### src/rtl/fetch_unit_if.sv
// Instruction-memory request/response port of the fetch unit.
// Handshake: a request transfers on a cycle where ImemReq && ImemReady; one response
// (ImemRValid, ImemRData) follows later, and at most one request is ever outstanding.
interface fetch_unit_if;
    logic        ImemReq;
    logic [31:0] ImemAddr;
    logic        ImemReady;
    logic        ImemRValid;
    logic [31:0] ImemRData;

    modport master (
        output ImemReq,
        output ImemAddr,
        input  ImemReady,
        input  ImemRValid,
        input  ImemRData
    );

    modport slave (
        input  ImemReq,
        input  ImemAddr,
        output ImemReady,
        output ImemRValid,
        output ImemRData
    );
endinterface

### src/rtl/fetch_unit.sv
// Instruction-fetch front end: PC register, single-outstanding imem request FSM and
// the IF/ID pipeline register, honouring stall, flush and Execute-stage redirects.
module fetch_unit #(
    parameter logic [31:0] RESET_PC  = 32'h0000_0000,
    parameter logic [31:0] NOP_INSTR = 32'h0000_0013
) (
    input  logic               clk,
    input  logic               reset,
    input  logic               StallF,
    input  logic               StallD,
    input  logic               FlushD,
    input  logic               PCSrcE,
    input  logic [31:0]        PCTargetE,
    fetch_unit_if.master       imem,
    output logic [31:0]        InstrD,
    output logic [31:0]        PCD,
    output logic [31:0]        PCPlus4D,
    output logic               ValidD,
    output logic               FetchBusy,
    output logic [1:0]         dbg_state_o
);

    typedef enum logic [1:0] {
        S_REQ  = 2'd0,
        S_WAIT = 2'd1,
        S_HOLD = 2'd2
    } state_t;

    state_t      state_q, state_d;
    logic [31:0] pcf_q, pcf_d;
    logic        drop_q, drop_d;
    logic [31:0] hold_instr_q, hold_instr_d;
    logic [31:0] hold_pc_q, hold_pc_d;

    logic [31:0] ifid_instr_q, ifid_pc_q, ifid_pc4_q;
    logic        ifid_valid_q;

    logic        deliver;
    logic [31:0] deliver_instr;
    logic [31:0] deliver_pc;
    logic        go;

    assign go = !StallF && !StallD;

    // State register
    always_ff @(posedge clk) begin
        if (reset) begin
            state_q      <= S_REQ;
            pcf_q        <= RESET_PC;
            drop_q       <= 1'b0;
            hold_instr_q <= NOP_INSTR;
            hold_pc_q    <= RESET_PC;
        end else begin
            state_q      <= state_d;
            pcf_q        <= pcf_d;
            drop_q       <= drop_d;
            hold_instr_q <= hold_instr_d;
            hold_pc_q    <= hold_pc_d;
        end
    end

    // Next-state logic; a redirect always wins over stall and delivery
    always_comb begin
        state_d       = state_q;
        pcf_d         = pcf_q;
        drop_d        = drop_q;
        hold_instr_d  = hold_instr_q;
        hold_pc_d     = hold_pc_q;
        deliver       = 1'b0;
        deliver_instr = imem.ImemRData;
        deliver_pc    = pcf_q;
        case (state_q)
            S_REQ: begin
                if (PCSrcE) begin
                    pcf_d = PCTargetE;
                    if (imem.ImemReady) begin
                        state_d = S_WAIT;
                        drop_d  = 1'b1;
                    end
                end else if (imem.ImemReady) begin
                    state_d = S_WAIT;
                end
            end
            S_WAIT: begin
                if (PCSrcE) begin
                    pcf_d = PCTargetE;
                    if (imem.ImemRValid) begin
                        drop_d  = 1'b0;
                        state_d = S_REQ;
                    end else begin
                        drop_d = 1'b1;
                    end
                end else if (imem.ImemRValid) begin
                    if (drop_q) begin
                        drop_d  = 1'b0;
                        state_d = S_REQ;
                    end else if (go) begin
                        deliver = 1'b1;
                        pcf_d   = pcf_q + 32'd4;
                        state_d = S_REQ;
                    end else begin
                        hold_instr_d = imem.ImemRData;
                        hold_pc_d    = pcf_q;
                        state_d      = S_HOLD;
                    end
                end
            end
            S_HOLD: begin
                deliver_instr = hold_instr_q;
                deliver_pc    = hold_pc_q;
                if (PCSrcE) begin
                    pcf_d   = PCTargetE;
                    state_d = S_REQ;
                end else if (go) begin
                    deliver = 1'b1;
                    pcf_d   = hold_pc_q + 32'd4;
                    state_d = S_REQ;
                end
            end
            default: begin
                state_d = S_REQ;
                drop_d  = 1'b0;
            end
        endcase
    end

    // Output logic: request and address come from registered state only
    always_comb begin
        imem.ImemReq  = (state_q == S_REQ) && !reset;
        imem.ImemAddr = pcf_q;
        FetchBusy     = (state_q == S_REQ) || (state_q == S_WAIT);
        dbg_state_o   = state_q;
    end

    // IF/ID: a bubble goes in whenever Decode is not stalled and nothing was delivered
    always_ff @(posedge clk) begin
        if (reset || FlushD) begin
            ifid_instr_q <= NOP_INSTR;
            ifid_pc_q    <= 32'd0;
            ifid_pc4_q   <= 32'd0;
            ifid_valid_q <= 1'b0;
        end else if (!StallD) begin
            if (deliver) begin
                ifid_instr_q <= deliver_instr;
                ifid_pc_q    <= deliver_pc;
                ifid_pc4_q   <= deliver_pc + 32'd4;
                ifid_valid_q <= 1'b1;
            end else begin
                ifid_instr_q <= NOP_INSTR;
                ifid_pc_q    <= 32'd0;
                ifid_pc4_q   <= 32'd0;
                ifid_valid_q <= 1'b0;
            end
        end
    end

    assign InstrD   = ifid_instr_q;
    assign PCD      = ifid_pc_q;
    assign PCPlus4D = ifid_pc4_q;
    assign ValidD   = ifid_valid_q;

endmodule
### src/flat_wrapper.sv
// flat-port wrapper written by rule: the top's interface ports become plain ports
module fetch_unit_flat 
#(
    parameter logic [31:0] RESET_PC  = 32'h0000_0000,
    parameter logic [31:0] NOP_INSTR = 32'h0000_0013
)
  (clk, reset, StallF, StallD, FlushD, PCSrcE, PCTargetE, InstrD, PCD, PCPlus4D, ValidD, FetchBusy, dbg_state_o, imem_ImemReq, imem_ImemAddr, imem_ImemReady, imem_ImemRValid, imem_ImemRData);
  fetch_unit_if imem_i ();
  input  logic clk;
  input  logic reset;
  input  logic StallF;
  input  logic StallD;
  input  logic FlushD;
  input  logic PCSrcE;
  input  logic [31:0] PCTargetE;
  output logic [31:0] InstrD;
  output logic [31:0] PCD;
  output logic [31:0] PCPlus4D;
  output logic ValidD;
  output logic FetchBusy;
  output logic [1:0] dbg_state_o;
  output wire logic [$bits(imem_i.ImemReq)-1:0] imem_ImemReq;
  output wire logic [$bits(imem_i.ImemAddr)-1:0] imem_ImemAddr;
  input wire logic [$bits(imem_i.ImemReady)-1:0] imem_ImemReady;
  input wire logic [$bits(imem_i.ImemRValid)-1:0] imem_ImemRValid;
  input wire logic [$bits(imem_i.ImemRData)-1:0] imem_ImemRData;
  assign imem_ImemReq = imem_i.ImemReq;
  assign imem_ImemAddr = imem_i.ImemAddr;
  assign imem_i.ImemReady = imem_ImemReady;
  assign imem_i.ImemRValid = imem_ImemRValid;
  assign imem_i.ImemRData = imem_ImemRData;
  fetch_unit #(.RESET_PC(RESET_PC), .NOP_INSTR(NOP_INSTR)) u_core (.clk(clk), .reset(reset), .StallF(StallF), .StallD(StallD), .FlushD(FlushD), .PCSrcE(PCSrcE), .PCTargetE(PCTargetE), .imem(imem_i), .InstrD(InstrD), .PCD(PCD), .PCPlus4D(PCPlus4D), .ValidD(ValidD), .FetchBusy(FetchBusy), .dbg_state_o(dbg_state_o));
endmodule
### config.mk
export PLATFORM = sky130hd
export DESIGN_NAME = fetch_unit_flat
export DESIGN_NICKNAME = d
export VERILOG_FILES = /design/src/rtl/fetch_unit_if.sv /design/src/rtl/fetch_unit.sv /design/src/flat_wrapper.sv
export SDC_FILE = /design/constraint.sdc
export NUM_CORES = 1
export LEC_CHECK = 0
export CORE_ASPECT_RATIO = 1.75
export CORE_UTILIZATION = 40
export DETAILED_ROUTE_END_ITERATION = 10
export GPL_ROUTABILITY_DRIVEN = 0
export SKIP_CTS_REPAIR_TIMING = 1
export SLEW_MARGIN = 30
export SYNTH_ARGS = -nofsm -noshare
export SYNTH_HDL_FRONTEND = slang
export SYNTH_SLANG_ARGS = --single-unit
### constraint.sdc
create_clock -name clk -period 3 [get_ports clk]
set_input_delay 0.6 -clock clk [delete_from_list [all_inputs] [get_ports clk]]
set_output_delay 0.6 -clock clk [all_outputs]
set_load 0.02 [all_outputs]
==> results by group <==
Clock tree
  – CTS Buf Count: 17
  – CTS sink cnt: 194
  – CTS clk-pin slew, worst paths: 0.07 ns
  – CTS root buf: clkbuf_16
  – Clock Path Buffers: 2
  – CTS tree: yes
  – H-tree levels: 4
  – Worst-Skew Late Latency: roughly 0.47 ns

Power
  – Comb power frac: 0.182
  – Peak supply drop: 0.503 mV
  – Pwr Density: 483 nW/um^2
  – Switching Share: 0.288
  – Total Power: 6.56 mW
  – Clk pwr share: 0.400
  – P_leak: 4.60 nW
  – Net Sw Power: 1.89 mW
  – Sequential power share: 0.418
  – Internal power: between 4 and 5 mW

Cells and area
  – Area Overhead vs Synth: 32.5%
  – Share of cells above drive strength 1: 0.0983
  – Number of diodes: 0
  – Commonest cells after routing, fill and taps aside: clkdlybuf4s50_1 (202), nand2_1 (194), dfxtp_1 (194), nor2_1 (169), a21oi_1 (143)
  – Fillers: about 2.5k
  – Layout Nets: 1573
  – Most common cell after layout, fill and taps aside: clkdlybuf4s50_1
  – Cell area after layout: 13600 um^2
  – Post-Layout Cell Count: 1822
  – Finished Core Util: 0.538

Critical path
  – R2r endpoint: u_core.PCPlus4D[27]
  – Crit-path leading delay family: simple AND/OR/NAND/NOR gates
  – Critical Path Max Stage Delay: 0.50 ns
  – Crit end category: flop
  – Worst reg-to-reg setup slack: 0.20 ns
  – Crit path launch type: flop
  – Worst EP arrival: 3.15 ns
  – WP buf/inv: 2
  – Critical-path cell list: inv_1, ha_1, buf_4, mux2i_1, nor4_2, nand4_2, a211oi_1, xor2_1, o21ai_1
  – Slowest stage cell, crit path: nor4_2
  – Crit path max fanout: 9
  – R2R depth: 9
  – FF-to-FF Start: u_core.dbg_state_o[0]
  – CP Data Required Time: 3.35 ns
  – Crit path kind: reg2reg

Hold path
  – Min-Delay Path Depth: 2
  – Tightest Hold Check Type: reg2reg
  – Worst hold start: u_core.PCPlus4D[26]
  – Hold Path End: u_core.PCPlus4D[26]

Route
  – Met3 routed WL: 1870 um
  – Drt initial violations: 767
  – Routed wire length: 36400 um
  – Top routing layer in use: met4
  – Vias: a little over 10k
  – Routed length per placed instance: roughly 20 um
  – WL met2: 19200 um
  – Avg Vias per Cell: approximately 5.7
  – # DRC: 0
  – DR pass1 iterations: 5
  – Detail Route Antenna Nets: 0
  – Wl on met1: approximately 13000 um

Global route
  – Initial antenna violation count: 0
  – Largest net degree at the start of global routing: 73
  – Global route total overflow: 0
  – Number of global-route vias before repair: around 10k
  – First-pass GRT wire length: ~55000 um
  – Total track usage: 0.279

Synthesis
  – Cell taking the most area after synthesis: dfxtp_1
  – Syn_area_per_cell: 7.85 um^2
  – Syn Nets: 1385
  – Seq/Total Area, Yosys: 0.379
  – Cells after Synth: 1305
  – Synth Warn #: 0
  – Post-synth EDFFs: 0
  – Mux cell area share after synthesis: 0.0679
  – Synth area leaders: dfxtp_1 (38%), nand2_1 (7.1%), a21oi_1 (7.0%), nor2_1 (6.2%), mux2i_1 (5.5%)
  – Simple-Gate Fraction of Synth Area: 0.252
  – Top cell type's share of synthesized area: 0.379
  – Top FF cell, synth: dfxtp_1
  – Post-synthesis compound-gate area fraction: 0.188
  – Ys async rst share: 0
  – Synth Area in XOR/XNOR: 0.0504
  – Largest family of logic cells by synthesized area: simple AND/OR/NAND/NOR gates
  – Cell Area, Synth: 10200 um^2
  – Synth Area in Adders: 0.00977
  – Yosys cell types: 70
  – Synthesized flop and latch total: 194

Timing
  – Max_slew headroom: 0.373
  – Clock Skews: about 0.013 ns
  – Worst-margin pin slew: 0.915 ns
  – Final Max Slew Viols: 0
  – # setup viols final: 0
  – Max frequency: 357 MHz
  – Final Cycle Share: 0.933
  – Tmin final: 2.80 ns
  – RSZ-0062 raised after global routing: true
  – Hold_ws: 0.451 ns
  – Final worst setup slack: roughly 0.20 ns
  – Total Neg Setup Slack: 0 ns
  – Hold Fails Final Rpt: 0

Placed design
  – HPWL after DPL: 26300 um
  – Placement Setup Slack: about 0.048 ns
  – Port buffer count: 204
  – Placement Cell Area: 12900 um^2
  – Dpl cells: roughly 1.8k

Floorplanning
  – Number of top-level pins: 205
  – Die H: roughly 210 um
  – Die Span X: 123 um
  – Starting Density: 0.406
  – Standard-cell row count: 77
  – Core area: 25200 um^2
  – Die Area: approximately 26000 um^2

Run status
  – Status: completed

Run
  – Max-cap violations: 0
final cells by class:
| class | instances | area (um^2) | share of cell area |
|---|---|---|---|
| Multi-Input combinational cell | 982 | 5860 | 0.432 |
| Clock inverter | 13 | 221 | 0.0163 |
| Inverter | 18 | 67.6 | 0.00498 |
| Tap cell | 316 | 395 | 0.0291 |
| Timing Repair Buffer | 280 | 2710 | 0.199 |
| Clock buffer | 19 | 443 | 0.0326 |
| Sequential cell | 194 | 3880 | 0.286 |
worst reg2reg max path, stage by stage (launching register included):
cell,delay (ns)
dfxtp_1,0.41
inv_1,0.13
ha_1,0.31
buf_4,0.20
mux2i_1,0.15
nor4_2,0.50
nand4_2,0.41
a211oi_1,0.34
xor2_1,0.17
o21ai_1,0.07
power by group through the flow:
stage | Combinational [mW] | Clock (mW) | Sequential [mW]
final | 1.19 | 2.62 | 2.74
after floorplan | 0.588 | 0 | 2.83
after global placement | 1.18 | 0 | 2.80
after CTS | 1.19 | 2.66 | 2.74
after global routing | 1.27 | 2.75 | 2.75
after detailed placement | 1.18 | 0 | 2.80
layer usage:
metal	vias up	track usage
met5	-	0
met4	0	0.177
met3	109	0.0598
met2	368	0.512
met1	4930	0.280
li1	4954	-
sequential cells by signal, summed over array words and instances (netlist names):
signal / flops
u_core.imem.ImemAddr: 32
u_core.hold_pc_q: 32
u_core.PCD: 32
u_core.hold_instr_q: 32
u_core.InstrD: 32
u_core.drop_q: 1
u_core.ValidD: 1
u_core.PCPlus4D: 30
u_core.dbg_state_o: 2
cells by family after synthesis:
group | Yosys count
AO/OA/AOI/OAI | 297
AND/OR/NAND/NOR | 550
buffers and inverters | 129
adder cells (fa/ha/maj) | 8
flip-flops | 194
multiplexers | 68
XOR/XNOR | 59
cells in the mapped netlist (9+ instances only):
master,number
and3_1,18
or3_1,9
a31oi_1,10
a21oi_1,143
buf_2,12
nor3_1,29
a22oi_1,25
nor2_1,169
o22ai_1,13
nand3_1,29
o21ai_0,13
inv_1,18
nor4_1,9
mux2i_1,56
nand2b_1,17
mux2_2,12
xnor2_1,26
dfxtp_1,194
clkbuf_1,85
o21ai_1,14
xor2_1,33
nand3b_1,16
a221oi_1,13
nand2_1,195
nand4_1,16
how the worst max path moves through the flow:
stage	slack, ns	startpoint	depth (start not counted)	end
6_report	0.20	u_core.dbg_state_o[0]	9	u_core.PCPlus4D[27]
4_1_cts	0.19	u_core.dbg_state_o[0]	9	u_core.PCPlus4D[19]
3_5_place_dp	0.05	imem_ImemRValid	8	u_core.imem.ImemAddr[15]
2_1_floorplan	0.18	u_core.dbg_state_o[0]	12	u_core.PCPlus4D[20]
5_1_grt	-0.03	u_core.dbg_state_o[0]	9	u_core.PCPlus4D[19]
3_3_place_gp	0.09	imem_ImemRValid	8	u_core.imem.ImemAddr[17]
Power figures use the tool's default switching activity.
